File: src/rtl/seq_shifter_if.sv
`default_nettype none
// +----------------------------------------------------------------------------+
// | Module      : seq_shifter_if                                               |
// | Description : Start/busy/done handshake and data bus for seq_shifter.      |
// |               The master issues operations; the slave (the shifter)        |
// |               reports progress and the result.                             |
// | Revision    : 1.0 - initial release                                        |
// +----------------------------------------------------------------------------+
// | Signals                                                                    |
// |   start   master->slave  request, honoured only while the slave is idle    |
// |   a       master->slave  operand (WIDTH bits)                              |
// |   shamt   master->slave  shift amount (SHW bits, modulo WIDTH)             |
// |   dir     master->slave  0 = right, 1 = left                               |
// |   sra     master->slave  1 = arithmetic right (sign fill)                  |
// |   rotate  master->slave  1 = rotate, overrides sra                         |
// |   busy    slave->master  operation in progress                             |
// |   done    slave->master  one-cycle pulse, out1 holds the result            |
// |   out1    slave->master  result register (WIDTH bits)                      |
// +----------------------------------------------------------------------------+
interface seq_shifter_if #(
  parameter int WIDTH = 32,
  parameter int SHW   = $clog2(WIDTH)
);
  logic             start;
  logic [WIDTH-1:0] a;
  logic [SHW-1:0]   shamt;
  logic             dir;
  logic             sra;
  logic             rotate;
  logic             busy;
  logic             done;
  logic [WIDTH-1:0] out1;

  modport master (
    output start, a, shamt, dir, sra, rotate,
    input  busy, done, out1
  );

  modport slave (
    input  start, a, shamt, dir, sra, rotate,
    output busy, done, out1
  );
endinterface
`default_nettype wire

File: src/rtl/seq_shifter.sv
`default_nettype none
// +----------------------------------------------------------------------------+
// | Module      : seq_shifter                                                  |
// | Description : Multi-cycle shifter. Shifts an operand by 0..WIDTH-1 places  |
// |               left or right, one bit per clock, in logical, arithmetic    |
// |               right or rotate mode, behind a start/busy/done handshake.   |
// | Revision    : 1.0 - initial release                                        |
// +----------------------------------------------------------------------------+
// | Parameters                                                                 |
// |   WIDTH   operand/result width in bits (>= 4)                              |
// |   SHW     width of the shift-amount field                                  |
// | Ports                                                                      |
// |   clk     system clock, rising edge                                        |
// |   rst     synchronous active-high reset; aborts an operation silently     |
// |   bus     seq_shifter_if.slave: start, a, shamt, dir, sra, rotate in;      |
// |           busy, done, out1 out                                             |
// | Build option                                                               |
// |   SEQ_SHIFTER_FAST_EN  when defined, steps of 4 bits are taken while at    |
// |                        least 4 places remain; results are unchanged,      |
// |                        latency becomes shamt/4 + shamt%4 + 1 cycles.      |
// +----------------------------------------------------------------------------+
module seq_shifter #(
  parameter int WIDTH = 32,
  parameter int SHW   = $clog2(WIDTH)
) (
  input  wire          clk,
  input  wire          rst,
  seq_shifter_if.slave bus
);

  typedef enum logic [1:0] {
    S_IDLE  = 2'd0,
    S_SHIFT = 2'd1,
    S_FIN   = 2'd2
  } state_t;

  localparam logic [SHW-1:0] c_STEP1 = SHW'(1);
`ifdef SEQ_SHIFTER_FAST_EN
  // Compared one bit wider so WIDTH=4 (SHW=2) still has a representable 4.
  localparam logic [SHW:0]   c_FOUR  = (SHW+1)'(4);
  localparam logic [SHW-1:0] c_STEP4 = SHW'(4);
`endif

  // State and datapath registers
  state_t           r_state;
  logic [WIDTH-1:0] r_work;
  logic [SHW-1:0]   r_cnt;
  logic             r_dir;
  logic             r_sra;
  logic             r_rot;

  // Combinational signals
  state_t           w_state_next;
  logic             w_accept;
  logic             w_busy;
  logic             w_done;
  logic [WIDTH-1:0] w_step1;
  logic [WIDTH-1:0] w_work_next;
  logic [SHW-1:0]   w_step_amt;
  logic [SHW-1:0]   w_cnt_next;
`ifdef SEQ_SHIFTER_FAST_EN
  logic [WIDTH-1:0] w_step4;
`endif

  // --------------------------------------------------------------------------
  // Single-bit step. sra only matters for a non-rotating right shift, which
  // falls out of the priority order below.
  // --------------------------------------------------------------------------
  always_comb begin
    w_step1 = r_work;
    if (r_dir) begin
      if (r_rot) w_step1 = {r_work[WIDTH-2:0], r_work[WIDTH-1]};
      else       w_step1 = {r_work[WIDTH-2:0], 1'b0};
    end else begin
      if (r_rot) w_step1 = {r_work[0], r_work[WIDTH-1:1]};
      else       w_step1 = {r_sra & r_work[WIDTH-1], r_work[WIDTH-1:1]};
    end
  end

`ifdef SEQ_SHIFTER_FAST_EN
  // Four-bit step with the same fill/rotate rules widened to 4 places.
  always_comb begin
    w_step4 = r_work;
    if (r_dir) begin
      if (r_rot) w_step4 = {r_work[WIDTH-5:0], r_work[WIDTH-1:WIDTH-4]};
      else       w_step4 = {r_work[WIDTH-5:0], 4'b0000};
    end else begin
      if (r_rot) w_step4 = {r_work[3:0], r_work[WIDTH-1:4]};
      else       w_step4 = {{4{r_sra & r_work[WIDTH-1]}}, r_work[WIDTH-1:4]};
    end
  end
`endif

  // Pick the step for this cycle and the matching counter decrement.
  always_comb begin
    w_work_next = w_step1;
    w_step_amt  = c_STEP1;
`ifdef SEQ_SHIFTER_FAST_EN
    if ({1'b0, r_cnt} >= c_FOUR) begin
      w_work_next = w_step4;
      w_step_amt  = c_STEP4;
    end
`endif
    w_cnt_next = r_cnt - w_step_amt;
  end

  // --------------------------------------------------------------------------
  // FSM: state register
  // --------------------------------------------------------------------------
  always_ff @(posedge clk) begin
    if (rst) r_state <= S_IDLE;
    else     r_state <= w_state_next;
  end

  // --------------------------------------------------------------------------
  // FSM: next state and handshake outputs
  // --------------------------------------------------------------------------
  always_comb begin
    w_state_next = r_state;
    w_accept     = 1'b0;
    w_busy       = 1'b0;
    w_done       = 1'b0;
    case (r_state)
      S_IDLE: begin
        if (bus.start) begin
          w_accept     = 1'b1;
          // A zero shift has no work to do; go straight to reporting.
          w_state_next = (bus.shamt != '0) ? S_SHIFT : S_FIN;
        end
      end
      S_SHIFT: begin
        w_busy = 1'b1;
        // The step taken this cycle exhausts the count: it is the last one.
        if (w_cnt_next == '0) w_state_next = S_FIN;
      end
      S_FIN: begin
        w_done       = 1'b1;
        w_state_next = S_IDLE;
      end
      default: w_state_next = S_IDLE;
    endcase
  end

  // --------------------------------------------------------------------------
  // Datapath: capture on accept, step while shifting, hold otherwise so the
  // result stays visible from FIN until the next accepted start.
  // --------------------------------------------------------------------------
  always_ff @(posedge clk) begin
    if (rst) begin
      r_work <= '0;
      r_cnt  <= '0;
      r_dir  <= 1'b0;
      r_sra  <= 1'b0;
      r_rot  <= 1'b0;
    end else if (w_accept) begin
      r_work <= bus.a;
      r_cnt  <= bus.shamt;
      r_dir  <= bus.dir;
      r_sra  <= bus.sra;
      r_rot  <= bus.rotate;
    end else if (r_state == S_SHIFT) begin
      r_work <= w_work_next;
      r_cnt  <= w_cnt_next;
    end
  end

  assign bus.busy = w_busy;
  assign bus.done = w_done;
  assign bus.out1 = r_work;

endmodule
`default_nettype wire

File: src/flat_wrapper.sv
// flat-port wrapper written by rule: the top's interface ports become plain ports
module seq_shifter_flat 
#(
  parameter int WIDTH = 32,
  parameter int SHW   = $clog2(WIDTH)
)
  (clk, rst, bus_start, bus_a, bus_shamt, bus_dir, bus_sra, bus_rotate, bus_busy, bus_done, bus_out1);
  seq_shifter_if #(.WIDTH(WIDTH), .SHW(SHW)) bus_i ();
  input  wire clk;
  input  wire rst;
  input wire logic [$bits(bus_i.start)-1:0] bus_start;
  input wire logic [$bits(bus_i.a)-1:0] bus_a;
  input wire logic [$bits(bus_i.shamt)-1:0] bus_shamt;
  input wire logic [$bits(bus_i.dir)-1:0] bus_dir;
  input wire logic [$bits(bus_i.sra)-1:0] bus_sra;
  input wire logic [$bits(bus_i.rotate)-1:0] bus_rotate;
  output wire logic [$bits(bus_i.busy)-1:0] bus_busy;
  output wire logic [$bits(bus_i.done)-1:0] bus_done;
  output wire logic [$bits(bus_i.out1)-1:0] bus_out1;
  assign bus_i.start = bus_start;
  assign bus_i.a = bus_a;
  assign bus_i.shamt = bus_shamt;
  assign bus_i.dir = bus_dir;
  assign bus_i.sra = bus_sra;
  assign bus_i.rotate = bus_rotate;
  assign bus_busy = bus_i.busy;
  assign bus_done = bus_i.done;
  assign bus_out1 = bus_i.out1;
  seq_shifter #(.WIDTH(WIDTH), .SHW(SHW)) u_core (.clk(clk), .rst(rst), .bus(bus_i));
endmodule
File: config.mk
export PLATFORM = sky130hd
export DESIGN_NAME = seq_shifter_flat
export DESIGN_NICKNAME = d
export VERILOG_FILES = /design/src/rtl/seq_shifter_if.sv /design/src/rtl/seq_shifter.sv /design/src/flat_wrapper.sv
export SDC_FILE = /design/constraint.sdc
export NUM_CORES = 1
export LEC_CHECK = 0
export ABC_AREA = 0
export CAP_MARGIN = 20
export CORE_ASPECT_RATIO = 1.4
export CORE_MARGIN = 3
export CORE_UTILIZATION = 30
export DETAILED_ROUTE_END_ITERATION = 10
export SYNTH_ARGS = -nofsm -noshare
export SYNTH_HDL_FRONTEND = slang
export SYNTH_SLANG_ARGS = --single-unit
File: constraint.sdc
create_clock -name clk -period 1.25 [get_ports clk]
set_clock_uncertainty 0.05 [all_clocks]
set_input_delay 0.375 -clock clk [delete_from_list [all_inputs] [get_ports clk]]
set_output_delay 0.375 -clock clk [all_outputs]
set_load 0.01 [all_outputs]
# [Yosys cells after proc, flatten, opt, wreduce, memory -nomap -nowiden]
# Cells that the tools add are included.
[totals] register_bits=42 latch_bits=0 mem_bits_rw=0 romBits=0 input_bits=43 out_inout_bits=34 mem_count=0
[classes] add_sub_neg=1 mul=0 n_div=0 n_lt_le_gt_ge=0 n_eq_ne=4 shift=0 n_mux=15 n_bitwise=1 n_reduce_logical=5
[ops] cell="32-bit 2-to-1 mux" n=4
[ops] cell="5-bit 2-to-1 mux" n=2
[ops] cell="2-bit 2-to-1 mux" n=3
[ops] cell="5-bit logical NOT" n=1
[ops] cell="1-bit 2-to-1 mux" n=5
[ops] cell="5-bit nonzero test" n=1
[ops] cell="5-bit by 1-bit subtractor with 5-bit output, second input constant" n=1
[ops] cell="2-bit one-hot mux with 2 select lines" n=1
[ops] cell="2-bit by 1-bit == test with 1-bit output, second input constant" n=1
[ops] cell="2-bit == test, second input constant" n=1
[ops] cell="2-bit logical NOT" n=1
[ops] cell="2-bit by 1-bit inequality test with 1-bit output, second input constant" n=1
[ops] cell="2-bit inequality test, second input constant" n=1
[ops] cell="2-bit AND reduction" n=1
[ops] cell="2-bit nonzero test" n=1
[ops] cell="1-bit bitwise AND" n=1

# [Depth between registers and ports, before layout]
[depth] word_depth=5 depth_mapped=7 depth_no_buf=6

# [Worst setup path before layout]
# Ideal clock, no wire load.
[synth_path] path_type="input to register" startpoint="input port bus_start" endpoint="register u_core.r_work[5], in the netlist u_core.bus.out1[5]" setup_time_ns=0.118 t_arrival_ns=1.152 path_slack_ns=-0.070 stages=5 path_buffers=3 cell_sequence="buf_2 -> o21ai_0 -> buf_2 -> buf_2 -> o2bb2ai_1"
[synth_between] elab_chain_len=3
[synth_rtl] element="start, declared" line="flat_wrapper.sv:11" source="input wire logic [$bits(bus_i.start)-1:0] bus_start;"
[synth_rtl] element="1-bit 2-to-1 mux (*)" line="seq_shifter.sv:125" source="if (bus.start) begin"
[synth_rtl] element="1-bit 2-to-1 mux (*)" line="seq_shifter.sv:123" source="case (r_state)"
[synth_rtl] element="32-bit 2-to-1 mux or 2-bit nonzero test (tied branches)"
[synth_rtl] element="end signal, assigned" line="seq_shifter.sv:156" source="r_work <= bus.a;"
[synth_rtl] element="end signal, assigned" line="seq_shifter.sv:162" source="r_work <= w_work_next;"
[synth_rtl] element="end, declared" line="seq_shifter.sv:46" source="logic [WIDTH-1:0] r_work;"
# Every way passes the cells marked *; elsewhere a longest branch is shown, timed or not.
# A chain may end at the register's enable or synchronous reset.

# [Final worst setup path]
[layout_path] startpoint="register u_core.r_state[0]" endpoint="register u_core.r_work[31], in the netlist u_core.bus.out1[31]"
[layout_between] elab_chain_len=3
[layout_rtl] element="start, declared" line="seq_shifter.sv:45" source="state_t r_state;"
[layout_rtl] element="start signal, assigned" line="seq_shifter.sv:112" source="else r_state <= w_state_next;"
[layout_rtl] element="2-bit logical NOT" line="seq_shifter.sv:123"
[layout_rtl] element="1-bit 2-to-1 mux" line="seq_shifter.sv:123"
[layout_rtl] element="32-bit 2-to-1 mux or 2-bit nonzero test (tied branches)"
# Several ways; a longest one is shown, not always the timed one.

==> reports/metrics.csv <==
metric,value,unit
status,"complete, but fails checks",
violated checks,setup timing,
gpl congestion,0.885,
post-synthesis register bit count,42,
HP Class,flip-flop to flip-flop,
"leading cell type in the layout, fill and taps excluded",buf_4,
via count,2544,
wire length per cell,17.0,um
WP data arrival,1.60,ns
die area,8500,sq um
syn avg cell area,8.52,sq um
CP Launch Type,flip-flop,
Final Cycle Share,1.18,
Post-Syn Area,2220,sq um
post-cts hold buffer count,0,
VDD IR-drop max,629,uV
Final nets,451,
final WL,8550,um
"Seq/Total Area, Yosys",0.378,
RSZ-0062 raised after global routing,true,
Simple-Gate Fraction of Synth Area,0.147,
max cap viols,0,
Num Clock Sinks,42,
min-delay src,u_core.r_sra,
H-tree depth,2,
Adder-Cell Fraction of Synth Area,0.0112,
Port Buffers,76,
share of cells above drive strength 1,0.555,
CTS Buf Count,5,
crit-path cells,buf_6 > nor3b_4 > buf_6 > buf_8 > buf_16 > a222oi_1 > nor2_1,
Post-DP HPWL,4950,um
Final Hold Fails,0,
Detailed Routing Iterations Pass 1,4,
vias per cell,5.07,
Slowest cell on crit path,dfxtp_4,
TritonCTS clock tree,built,
internal power,0.00317,W
grt ovf,0,
worst r2r path cells,7,
Starting Density,0.315,
clk buf depth,2,
worst hold slack,0.434,ns
Worst-path clk slew,0.08,ns
reported net switching power,0.00160,W
"most used cell, CP",buf_6,
Leak,1.70,nW
Slew @ Worst Pin,0.318,ns
CP required,1.37,ns
Slew headroom,0.782,
Pwr Density,1130,nW/um^2
Clock Power Share,0.195,
Routed Antenna Nets,0,
crit-path max FO,4,
clock insertion delay at the later pin of the skew report,0.29,ns
placed cell area,3500,sq um
post-synthesis mux area share,0.139,
crit path buf inv count,4,
setup violators final,43,
largest family of logic cells by synthesized area,compound AO/OA/AOI/OAI gates,
synth unique cells,32,
n_diodes,0,
Worst setup EP type,flip-flop,
pre-CTS setup slack,-0.586,ns
Sw Share,0.336,
CTS Root Cell,clkbuf_8,
GRT Total Usage,0.200,
register share of total power,0.338,
CP Class,flip-flop to flip-flop,
synthesis-to-layout area growth,89.8,%
FMAX,0.676,GHz
initial antenna violation count,0,
most frequent cells in the layout,"buf_4 (55), clkdlybuf4s50_1 (41), buf_2 (34), dfxtp_2 (32), mux2i_1 (31)",
Synth Area in Compound Gates,0.252,
# IOs,77,
Die Span Y,108,um
max incr delay on CP,0.36,ns
Synthesis Warnings,0,
Die W,78.8,um
first-pass GRT wire length,13300,um
first-iteration detailed-routing DRC count,63,
R2R setup slack,-0.23,ns
core area,7070,sq um
overall power,0.00477,W
vias in the first global route,2679,
"CP delay by family, top",buffers and inverters,
FF-to-FF Start,u_core.r_state[0],
min Tclk post-route,1.48,ns
Rows,36,
Crit Reg-Reg Endpoint,u_core.bus.out1[31],
Hold Path Stages,2,
Comb pwr share,0.467,
drc violations,0,
largest net degree at the start of global routing,30,
syn_nets,306,
Worst Hold End,u_core.r_sra,
Mapped Cells,261,
fin area,4220,sq um
final setup margin,-0.229,ns
"Slew Viols, Final",0,
Post-Synth XOR/XNOR Area,0.00394,
-- sequential cells by signal (all words and copies together) (netlist names) --
signal	count
u_core.r_dir	1
u_core.bus.out1	32
u_core.r_rot	1
u_core.r_state	2
u_core.r_sra	1
u_core.r_cnt	5
-- per-stage QoR --
| step | instances | TNS (ns) | utilization |
|---|---|---|---|
| floorplan | 261 | -0.0221 | - |
| global placement | 468 | -23.55 | 0.495 |
| detailed placement | 468 | -23.94 | 0.495 |
| CTS | 502 | -7.24 | 0.580 |
| global route | 502 | -9.35 | 0.597 |
| finish | 502 | -7.03 | 0.597 |
-- power by group through the flow --
stage	logic [W]	registers, W	clock network [W]
3_5_place_dp	0.00153	0.00161	0
2_1_floorplan	0.000677	0.00168	0
6_report	0.00222	0.00161	0.000931
4_1_cts	0.00206	0.00160	0.000962
5_1_grt	0.00238	0.00163	0.000996
3_3_place_gp	0.00152	0.00162	0
-- kinds of logic (layout without fill, tap and decap cells) --
| kind of cell | Yosys count | after routing |
|---|---|---|
| xor gates and xnor gates | 1 | 1 |
| AOI/OAI and AO/OA | 86 | 86 |
| DFF | 42 | 42 |
| muxes | 31 | 31 |
| and+or+nand+nor | 73 | 73 |
| adders and majority gates | 2 | 2 |
| buffers and inverters | 26 | 172 |
-- worst max-delay path by stage --
stage | to | cells after the start | from | slack, ns
after floorplan | u_core.bus.out1[31] | 5 | u_core.r_state[1] | -0.004
after global placement | u_core.bus.out1[9] | 6 | bus_start | -0.58
after detailed placement | u_core.bus.out1[9] | 6 | bus_start | -0.59
after CTS | bus_busy | 4 | u_core.r_state[0] | -0.22
after global routing | u_core.bus.out1[31] | 7 | u_core.r_state[0] | -0.27
final | u_core.bus.out1[31] | 7 | u_core.r_state[0] | -0.23
-- area by class of cell --
| type | count | area (sq um) |
|---|---|---|
| Tap cell | 95 | 119 |
| Fill cell | 624 | 2850 |
| Inverter | 5 | 18.8 |
| Multi-Input combinational cell | 193 | 1580 |
| Timing Repair Buffer | 159 | 1520 |
| Clock inverter | 1 | 5.00 |
| Sequential cell | 42 | 888 |
| Clock buffer | 7 | 86.3 |
-- routing by layer --
layer | GRT usage | vias up | share of wire
met5 | 0 | - | 0
met3 | 0.0343 | 13 | 0.045
li1 | - | 1234 | -
met2 | 0.371 | 72 | 0.55
met4 | 0.0750 | 0 | 0.020
met1 | 0.224 | 1225 | 0.38
-- worst reg2reg max path: cells and delay by family (launching register included) --
family,cells,cell delay (ns)
and+or+nand+nor,2,0.13
buffers and inverters,4,0.51
AOI/OAI and AO/OA,1,0.32
DFF,1,0.36
-- Yosys cell counts (all sizes together) --
library cell	count	share of area
a21oi	46	0.10
dfxtp	42	0.38
nor2	41	0.069
mux2i	31	0.14
o2bb2ai	29	0.11
buf	19	0.057
nand2	13	0.022
inv	5	0.0084
nand2b	4	0.011
nor3	4	0.0090
nor3b	3	0.012
o21ai	3	0.0067
a22oi	2	0.0067
clkbuf	2	0.0034
ha	2	0.011
nor2b	2	0.0056
a211oi	1	0.0034
a222oi	1	0.0045
a31oi	1	0.0028
and3	1	0.0028
nand3	1	0.0022
nand4b	1	0.0039
nor4	1	0.0028
o211ai	1	0.0034
o22ai	1	0.0028
o311ai	1	0.0039
or2	1	0.0028
or3	1	0.0028
xor2	1	0.0039
-- repair_timing --
| item | 4_1_cts | 5_1_grt |
|---|---|---|
| endpoints found under the setup margin | 76 | 47 |
| gates cloned | 9 | 1 |
| gates resized for setup | 230 | 48 |
| pin swaps | 37 | 29 |
| setup buffers | 17 | 2 |
Power figures use the tool's default switching activity.
